**src/rtl/regfile_wb_arbiter_if.sv**
```systemverilog
// Writeback bus shared by the two requesters and the regfile write port.
// The arbiter sits on the slave side; requesters and the regfile sit on the master side.
interface regfile_wb_arbiter_if #(
    parameter int unsigned DATAWIDTH = 32
) ();

    // ALU writeback requester
    logic                 req0_valid;
    logic                 req0_ready;
    logic [4:0]           req0_reg;
    logic [DATAWIDTH-1:0] req0_data;

    // Load/memory return requester
    logic                 req1_valid;
    logic                 req1_ready;
    logic [4:0]           req1_reg;
    logic [DATAWIDTH-1:0] req1_data;

    // Registered regfile write port
    logic                 write;
    logic [4:0]           writeReg;
    logic [DATAWIDTH-1:0] writeData;
    logic                 grant_id;

    modport master (
        output req0_valid, req0_reg, req0_data,
        output req1_valid, req1_reg, req1_data,
        input  req0_ready, req1_ready,
        input  write, writeReg, writeData, grant_id
    );

    modport slave (
        input  req0_valid, req0_reg, req0_data,
        input  req1_valid, req1_reg, req1_data,
        output req0_ready, req1_ready,
        output write, writeReg, writeData, grant_id
    );

endinterface

```
**src/rtl/regfile_wb_arbiter.sv**
```systemverilog
// Round-robin arbiter sharing the single regfile write port between the ALU
// writeback path (req0) and the load return path (req1). The current owner may
// keep the port for up to MAX_BURST consecutive grants while the other waits.
// The grant is combinational; the write port is driven from registers.
module regfile_wb_arbiter #(
    parameter int unsigned DATAWIDTH = 32,
    parameter int unsigned MAX_BURST = 4,
    parameter bit          DROP_R0   = 1'b1
) (
    input  logic                  i_clk,
    input  logic                  i_resetn,
    regfile_wb_arbiter_if.slave   io_bus
);

    localparam int unsigned      CntW   = $clog2(MAX_BURST + 1);
    localparam logic [CntW-1:0] MaxCnt = CntW'(MAX_BURST);
    localparam logic [CntW-1:0] OneCnt = CntW'(1);

    typedef enum logic [1:0] {
        StIdle,
        StOwn0,
        StOwn1
    } state_e;

    state_e                 r_state;
    logic [CntW-1:0]        r_burst_cnt;
    logic                   r_last_grant;
    logic                   r_write;
    logic [4:0]             r_write_reg;
    logic [DATAWIDTH-1:0]   r_write_data;
    logic                   r_grant_id;

    state_e                 w_state_next;
    logic [CntW-1:0]        w_burst_next;
    logic                   w_last_next;
    logic                   w_grant_valid;
    logic                   w_grant_id;
    logic                   w_both;
    logic [4:0]             w_sel_reg;
    logic [DATAWIDTH-1:0]   w_sel_data;
    logic                   w_issue;

    // Grant decision and next arbitration state
    always_comb begin
        w_grant_valid = 1'b0;
        w_grant_id    = 1'b0;
        w_state_next  = StIdle;
        w_burst_next  = '0;
        w_last_next   = r_last_grant;
        w_both        = io_bus.req0_valid & io_bus.req1_valid;

        // Nothing is acknowledged while reset is held
        if (i_resetn && (io_bus.req0_valid || io_bus.req1_valid)) begin
            w_grant_valid = 1'b1;
            if (!w_both) begin
                w_grant_id = io_bus.req1_valid;
            end else begin
                case (r_state)
                    StOwn0:  w_grant_id = (r_burst_cnt < MaxCnt) ? 1'b0 : 1'b1;
                    StOwn1:  w_grant_id = (r_burst_cnt < MaxCnt) ? 1'b1 : 1'b0;
                    default: w_grant_id = ~r_last_grant;
                endcase
            end
        end

        if (w_grant_valid) begin
            w_state_next = w_grant_id ? StOwn1 : StOwn0;
            w_last_next  = w_grant_id;
            // Same owner as last cycle extends the run; otherwise a new run starts
            if (r_state == w_state_next) begin
                w_burst_next = (r_burst_cnt == MaxCnt) ? MaxCnt : r_burst_cnt + OneCnt;
            end else begin
                w_burst_next = OneCnt;
            end
        end
    end

    // Selected payload and whether it actually reaches the regfile
    always_comb begin
        w_sel_reg  = w_grant_id ? io_bus.req1_reg  : io_bus.req0_reg;
        w_sel_data = w_grant_id ? io_bus.req1_data : io_bus.req0_data;
        // Register 0 writes are swallowed: handshake completes but no write issues
        w_issue    = w_grant_valid && !(DROP_R0 && (w_sel_reg == 5'd0));
    end

    assign io_bus.req0_ready = w_grant_valid & ~w_grant_id;
    assign io_bus.req1_ready = w_grant_valid &  w_grant_id;

    // Arbitration state registers
    always_ff @(posedge i_clk) begin
        if (!i_resetn) begin
            r_state      <= StIdle;
            r_burst_cnt  <= '0;
            r_last_grant <= 1'b1;
        end else begin
            r_state      <= w_state_next;
            r_burst_cnt  <= w_burst_next;
            r_last_grant <= w_last_next;
        end
    end

    // Registered write port; address/data hold when no write issues
    always_ff @(posedge i_clk) begin
        if (!i_resetn) begin
            r_write      <= 1'b0;
            r_write_reg  <= '0;
            r_write_data <= '0;
            r_grant_id   <= 1'b0;
        end else begin
            r_write <= w_issue;
            if (w_issue) begin
                r_write_reg  <= w_sel_reg;
                r_write_data <= w_sel_data;
                r_grant_id   <= w_grant_id;
            end
        end
    end

    assign io_bus.write     = r_write;
    assign io_bus.writeReg  = r_write_reg;
    assign io_bus.writeData = r_write_data;
    assign io_bus.grant_id  = r_grant_id;

endmodule

```
**src/flat_wrapper.sv**
```systemverilog
// flat-port wrapper written by rule: the top's interface ports become plain ports
module regfile_wb_arbiter_flat 
#(
    parameter int unsigned DATAWIDTH = 32,
    parameter int unsigned MAX_BURST = 4,
    parameter bit          DROP_R0   = 1'b1
)
  (i_clk, i_resetn, io_bus_req0_valid, io_bus_req0_reg, io_bus_req0_data, io_bus_req1_valid, io_bus_req1_reg, io_bus_req1_data, io_bus_req0_ready, io_bus_req1_ready, io_bus_write, io_bus_writeReg, io_bus_writeData, io_bus_grant_id);
  regfile_wb_arbiter_if #(.DATAWIDTH(DATAWIDTH)) io_bus_i ();
  input  logic i_clk;
  input  logic i_resetn;
  input wire logic [$bits(io_bus_i.req0_valid)-1:0] io_bus_req0_valid;
  input wire logic [$bits(io_bus_i.req0_reg)-1:0] io_bus_req0_reg;
  input wire logic [$bits(io_bus_i.req0_data)-1:0] io_bus_req0_data;
  input wire logic [$bits(io_bus_i.req1_valid)-1:0] io_bus_req1_valid;
  input wire logic [$bits(io_bus_i.req1_reg)-1:0] io_bus_req1_reg;
  input wire logic [$bits(io_bus_i.req1_data)-1:0] io_bus_req1_data;
  output wire logic [$bits(io_bus_i.req0_ready)-1:0] io_bus_req0_ready;
  output wire logic [$bits(io_bus_i.req1_ready)-1:0] io_bus_req1_ready;
  output wire logic [$bits(io_bus_i.write)-1:0] io_bus_write;
  output wire logic [$bits(io_bus_i.writeReg)-1:0] io_bus_writeReg;
  output wire logic [$bits(io_bus_i.writeData)-1:0] io_bus_writeData;
  output wire logic [$bits(io_bus_i.grant_id)-1:0] io_bus_grant_id;
  assign io_bus_i.req0_valid = io_bus_req0_valid;
  assign io_bus_i.req0_reg = io_bus_req0_reg;
  assign io_bus_i.req0_data = io_bus_req0_data;
  assign io_bus_i.req1_valid = io_bus_req1_valid;
  assign io_bus_i.req1_reg = io_bus_req1_reg;
  assign io_bus_i.req1_data = io_bus_req1_data;
  assign io_bus_req0_ready = io_bus_i.req0_ready;
  assign io_bus_req1_ready = io_bus_i.req1_ready;
  assign io_bus_write = io_bus_i.write;
  assign io_bus_writeReg = io_bus_i.writeReg;
  assign io_bus_writeData = io_bus_i.writeData;
  assign io_bus_grant_id = io_bus_i.grant_id;
  regfile_wb_arbiter #(.DATAWIDTH(DATAWIDTH), .MAX_BURST(MAX_BURST), .DROP_R0(DROP_R0)) u_core (.i_clk(i_clk), .i_resetn(i_resetn), .io_bus(io_bus_i));
endmodule
```
**config.mk**
```make
export PLATFORM = sky130hd
export DESIGN_NAME = regfile_wb_arbiter_flat
export DESIGN_NICKNAME = d
export VERILOG_FILES = /design/src/rtl/regfile_wb_arbiter_if.sv /design/src/rtl/regfile_wb_arbiter.sv /design/src/flat_wrapper.sv
export SDC_FILE = /design/constraint.sdc
export NUM_CORES = 1
export LEC_CHECK = 0
export ABC_CLOCK_PERIOD_IN_PS = 2350
export CORE_MARGIN = 5
export CORE_UTILIZATION = 39
export DETAILED_ROUTE_END_ITERATION = 16
export GPL_TIMING_DRIVEN = 1
export PLACE_DENSITY = 0.83
export RECOVER_POWER = 50
export SYNTH_ARGS = -nofsm -noshare
export SYNTH_HDL_FRONTEND = slang
export SYNTH_SLANG_ARGS = --single-unit
```
**constraint.sdc**
```tcl
create_clock -name i_clk -period 2.35 [get_ports i_clk]
set_input_delay 0.47 -clock i_clk [delete_from_list [all_inputs] [get_ports i_clk]]
set_output_delay 0.47 -clock i_clk [all_outputs]
set_load 0.02 [all_outputs]
```
; Word-level counts from Yosys, hierarchy flattened
; Index checks and enable logic that the tools add are counted.
[totals]
ff_bits = 45
output_inout_bits = 41
word_cells = 42
[classes]
add_sub_neg = 1
n_lt_le_gt_ge = 1
eq_ne = 4
muxes = 11
bitwise = 8
n_reduce_logical = 8
[op_table]
columns = cell, count
row1 = 2-to-1 mux 32 bit, 1
row2 = 2-to-1 mux 1 bit, 6
row3 = logical NOT 5 bit, 1
row4 = 2-to-1 mux 5 bit, 1
row5 = inverter 1 bit, 5
row6 = OR reduction 4 bit, 1
row7 = "adder 3 x 1 -> 3 bit, second input constant", 1
row8 = AND 1 bit, 3
row9 = "== test 3 bit, second input constant", 1
row10 = "less-than comparator 3 bit, second input constant", 1
row11 = 2-to-1 mux 3 bit, 1
row12 = AND reduction 3 bit, 1
row13 = "== test 2 x 1 -> 1 bit, second input constant", 1
row14 = == test 2 bit, 1
row15 = "== test 2 bit, second input constant", 1
row16 = logical AND 1 bit, 2
row17 = 2-to-1 mux 2 bit, 1
row18 = case mux 1 bit (2 select lines), 1
row19 = AND reduction 2 bit, 1
row20 = logical NOT 1 bit, 1
row21 = logical OR 1 bit, 1

; Longest topological paths before layout
[logic_depth]
ltp_word = 9
depth_mapped = 8

; Least setup slack after synthesis
; No wires, ideal clock.
[synth_path]
path_type = register -> register
from = register u_core.r_state[0]
to = register u_core.r_write_data[14], in the netlist u_core.io_bus.writeData[14]
setup_ns = 0.118
arrival_time_ns = 1.827
required_time_ns = 2.232
path_slack_ns = 0.405
stages_incl_launch_ff = 9
n_path_buf = 1
synth_period_minus_slack_ns = 1.945
path_cell_list = dfxtp_1 inv_1 ha_1 nand2b_1 o211ai_4 inv_2 buf_2 or3_1 o2111a_1
[synth_via]
elab_chain_len = 8
elab_cells_between_ends = 10
classes_between = eq/ne (2) / mux (5) / reduce/logical (3)
[synth_lines]
columns = item, line_no
row1 = from (decl), regfile_wb_arbiter.sv:25  ; state_e r_state;
row2 = from (signal assigned), regfile_wb_arbiter.sv:92  ; r_state <= StIdle;
row3 = from (signal assigned), regfile_wb_arbiter.sv:96  ; r_state <= w_state_next;
row4 = == test 2 bit or == test 2 x 1 -> 1 bit (tied branches), regfile_wb_arbiter.sv:58  ; case (r_state)
row5 = case mux 1 bit (2 select lines) (*), regfile_wb_arbiter.sv:58
row6 = 2-to-1 mux 1 bit (*), regfile_wb_arbiter.sv:55  ; if (!w_both) begin
row7 = 2-to-1 mux 1 bit (*), regfile_wb_arbiter.sv:53  ; if (i_resetn && (io_bus.req0_valid || io_bus.req1_valid)) begin
row8 = 2-to-1 mux 5 bit, regfile_wb_arbiter.sv:80  ; w_sel_reg = w_grant_id ? io_bus.req1_reg : io_bus.req0_reg;
row9 = logical NOT 5 bit, regfile_wb_arbiter.sv:83  ; w_issue = w_grant_valid && !(DROP_R0 && (w_sel_reg == 5'd0));
row10 = logical NOT 1 bit, regfile_wb_arbiter.sv:83
row11 = logical AND 1 bit, regfile_wb_arbiter.sv:83
row12 = to (signal assigned), regfile_wb_arbiter.sv:113  ; r_write_data <= w_sel_data;
row13 = to (decl), regfile_wb_arbiter.sv:30  ; logic [DATAWIDTH-1:0] r_write_data;
; Mark *: on every way between the ends. The rest lies on a longest branch, timed or not.
; A chain may end at the register's enable or synchronous reset.

; Worst setup path in the final report
[layout_path]
from = input io_bus_req0_reg[2]
to = register u_core.r_write_data[17], in the netlist u_core.io_bus.writeData[17]
[layout_via]
elab_chain_len = 4
[layout_lines]
columns = item, line_no
row1 = from (decl), flat_wrapper.sv:13  ; input wire logic [$bits(io_bus_i.req0_reg)-1:0] io_bus_req0_reg;
row2 = 2-to-1 mux 5 bit, regfile_wb_arbiter.sv:80
row3 = logical NOT 5 bit, regfile_wb_arbiter.sv:83
row4 = logical NOT 1 bit, regfile_wb_arbiter.sv:83
row5 = logical AND 1 bit, regfile_wb_arbiter.sv:83
; Every way passes these cells.

==> results by group <==
Outcome
  • Status: completed

Drt
  • Initial DRC Count: 56
  • DRT met1 WL: 2.80 mm
  • Post-route ant nets: 0
  • Pre-antenna DRT Iters: 4
  • Highest routed layer: met4
  • DR DRC count: 0
  • DR vias: 2219
  • Wire length per cell: 16.0 um
  • Number of vias per cell: 5.36
  • Final wirelength: 6.61 mm
  • Met3 WL: 483 um
  • Met2 WL post-DR: 3.29 mm

Synthesis
  • Sequential area share after synthesis: 41.2%
  • Most frequent cell after synthesis: or3_1
  • Mapped Cells: 218
  • Ys flop type: dfxtp_1
  • EDFF count, synth: 0
  • Netlist cell types: 30
  • Leading area contributor after synthesis: dfxtp_1
  • Register bit count reported by yosys: 45
  • Netlist Area Pre-Place: 2190 sq um
  • Post-synth ARST share: 0%
  • Share of the synthesized area in the top cell type: 41.2%
  • Synth area leaders: dfxtp_1, or3_1, o2111a_1, mux2i_1, clkbuf_1
  • Mapped Avg Cell Area: 10.0 sq um
  • Synth warn: 0
  • Syn Nets: 300
  • Most instantiated cells after synthesis: or3_1, dfxtp_1, o2111a_1, clkbuf_1, mux2i_1

Layout
  • Ant diodes: 0
  • Fill cells: 459
  • Synth-to-layout area growth: 66.2%
  • Post-route cell area: 3640 sq um
  • Fin nets: 424
  • Ratio of cells with drive above 1 in the final layout: 10.2%

Power and ir drop
  • Power Total: 1980 uW
  • Static leakage: 0.00144 uW
  • Worst VDD drop: 0.000339 V
  • Power per cell area: 546 nW/um^2

Timing
  • RSZ-0062 raised after global routing: no
  • Final setup viols: 0
  • Final Critical Period: 2200 ps
  • Worst-Margin Slew: 428 ps
  • Clock skew: 4.55 ps
  • Slew Viols, Final: 0
  • Slew margin rel.: 71.5%
  • Final period util: 93.8%
  • Fmax: 0.454 GHz
  • Final Hold Fails: 0

Run
  • MaxCap Viol Count: 0

Setup path
  • Worst setup EP type: register
  • Worst path cell trace: clkdlybuf4s50_1 > or4_4 > o21ai_4 > clkbuf_2 > or3_1 > o2111a_1
  • Critical path type: in2reg
  • Required @ worst endpoint: 2580 ps
  • R2R setup slack: 180 ps
  • Worst setup path start: io_bus_req0_reg[2]
  • CP Max Fanout: 26
  • RR Endpoint: u_core.io_bus.writeReg[2]$_SDFFE_PN0P_
  • CP Launch Type: primary input
  • Crit path largest cell delay: 560 ps
  • Crit path DAT: 2430 ps
  • Slowest CP cell: or4_4
  • Reg-to-reg startpoint: u_core.r_state[0]$_SDFF_PN0_
  • Crit path capture: u_core.io_bus.writeData[17]$_SDFFE_PN0P_
  • R2R depth: 8

Floorplan
  • Initial core utilization: 40.0%
  • Die Ht: 84.9 um
  • Placeable Area: 5470 sq um
  • Die footprint: 7210 sq um
  • IO Pins: 119
  • Die Width: 84.9 um
  • # rows: 27

Place
  • Placed Area: 3560 sq um
  • GPL Wtd Cong: 0.767
  • DP Wirelength: 5.07 mm
  • # port buffers: 118

Global route
  • Vias in the first global route: 2353
  • Global-route wire length before repair: 11.1 mm
  • Largest net degree at the start of global routing: 34
  • GRT Total Usage: 18.6%
  • Initial antenna violation count: 0
  • GR Overflow Total: 0

CTS
  • CTS Buf Count: 5
  • Htree depth: 2
  • CTS root buf: clkbuf_8
  • CTS Hold Bufs: 0
  • CTS Buffer Depth: 2
  • CTS tree: yes
  • CTS clock-pin slew for the worst setup and hold paths: 80 ps
  • Clk sinks: 45
  • Clk_lat worst skew: 280 ps

Hold path
  • Worst hold path class: reg2reg
==> per-layer routing <==
layer | vias to the layer above | track usage [%]
li1 | 1084 | -
met4 | 0 | 3.45
met2 | 72 | 32.8
met1 | 1059 | 22.6
met3 | 4 | 5.63
met5 | - | 0
==> critical path: cells and delay by family <==
kind / cells / cell delay (ps)
and+or+nand+nor: 2 / 740
buffers and inverters: 2 / 830
AOI/OAI and AO/OA: 2 / 380
==> cells in the final DEF (no fill, tap or decap), types with 3 or more instances in the layout <==
| cell | instances |
|---|---|
| ha_1 | 4 |
| o22ai_1 | 3 |
| clkbuf_8 | 6 |
| o2111a_1 | 32 |
| dfxtp_1 | 45 |
| dlygate4sd3_1 | 39 |
| clkdlybuf4s50_1 | 77 |
| nand2_1 | 7 |
| buf_4 | 12 |
| or3_1 | 64 |
| inv_1 | 5 |
| mux2i_1 | 8 |
| nor2_1 | 4 |
| buf_12 | 4 |
==> state kept, by name, summed over array words and instances (netlist names) <==
register,count
u_core.io_bus.grant_id,1
u_core.io_bus.write,1
u_core.io_bus.writeData,32
u_core.io_bus.writeReg,5
u_core.r_burst_cnt,3
u_core.r_last_grant,1
u_core.r_state,2
==> report_power, final <==
part	total [uW]	internal [uW]	switching, uW	leakage, uW
combinational	636	347	289	0.00102
clock	471	233	238	0.0000443
sequential	877	841	36.0	0.000373
total	1980	1420	563	0.00144
==> layout make-up <==
type | count | area [sq um] | area share (%)
Inverter | 6 | 22.5 | 0.619
Clock buffer | 7 | 86.3 | 2.37
Sequential cell | 45 | 901 | 24.8
Tap cell | 72 | 90.1 | 2.48
Timing Repair Buffer | 138 | 1370 | 37.7
Multi-Input combinational cell | 146 | 1160 | 32.0
==> metrics by stage <==
step | setup slack, ps | hold WS, ps | std cells | TNS [ps] | utilization [%]
2_1_floorplan | 405 | 509 | 218 | 0 | -
3_3_place_gp | -144 | 448 | 407 | -413 | 65.0
3_5_place_dp | -176 | 459 | 407 | -1470 | 65.0
4_1_cts | 11.4 | 473 | 414 | 0 | 66.6
5_1_grt | 28.4 | 493 | 414 | 0 | 66.4
6_report | 146 | 466 | 414 | 0 | 66.4
==> cells by family after synthesis <==
family	Yosys count	synth area share, %
fa+ha+maj	4	2.29
flops	45	41.2
mux	10	4.81
buf+inv	27	6.18
simple gates	84	23.1
compound gates	48	22.4
==> how the worst min path moves through the flow <==
stage,from,end,slack (ps),cells past startpoint
5_1_grt,u_core.io_bus.writeReg[2]$_SDFFE_PN0P_,u_core.io_bus.writeReg[2]$_SDFFE_PN0P_,490,2
4_1_cts,u_core.io_bus.writeReg[1]$_SDFFE_PN0P_,u_core.io_bus.writeReg[1]$_SDFFE_PN0P_,470,2
3_3_place_gp,u_core.io_bus.writeReg[2]$_SDFFE_PN0P_,u_core.io_bus.writeReg[2]$_SDFFE_PN0P_,450,2
3_5_place_dp,u_core.io_bus.writeReg[2]$_SDFFE_PN0P_,u_core.io_bus.writeReg[2]$_SDFFE_PN0P_,460,2
6_report,u_core.io_bus.writeReg[1]$_SDFFE_PN0P_,u_core.io_bus.writeReg[1]$_SDFFE_PN0P_,470,2
2_1_floorplan,u_core.r_last_grant$_SDFFE_PN1P_,u_core.r_last_grant$_SDFFE_PN1P_,510,2
==> repair_timing <==
item | in CTS | in global routing
resized for setup | 4 | 5
endpoints found under the setup margin | 2 | 18
setup buffers | 0 | 0
Note: power is estimated with default switching activity, not from simulation.
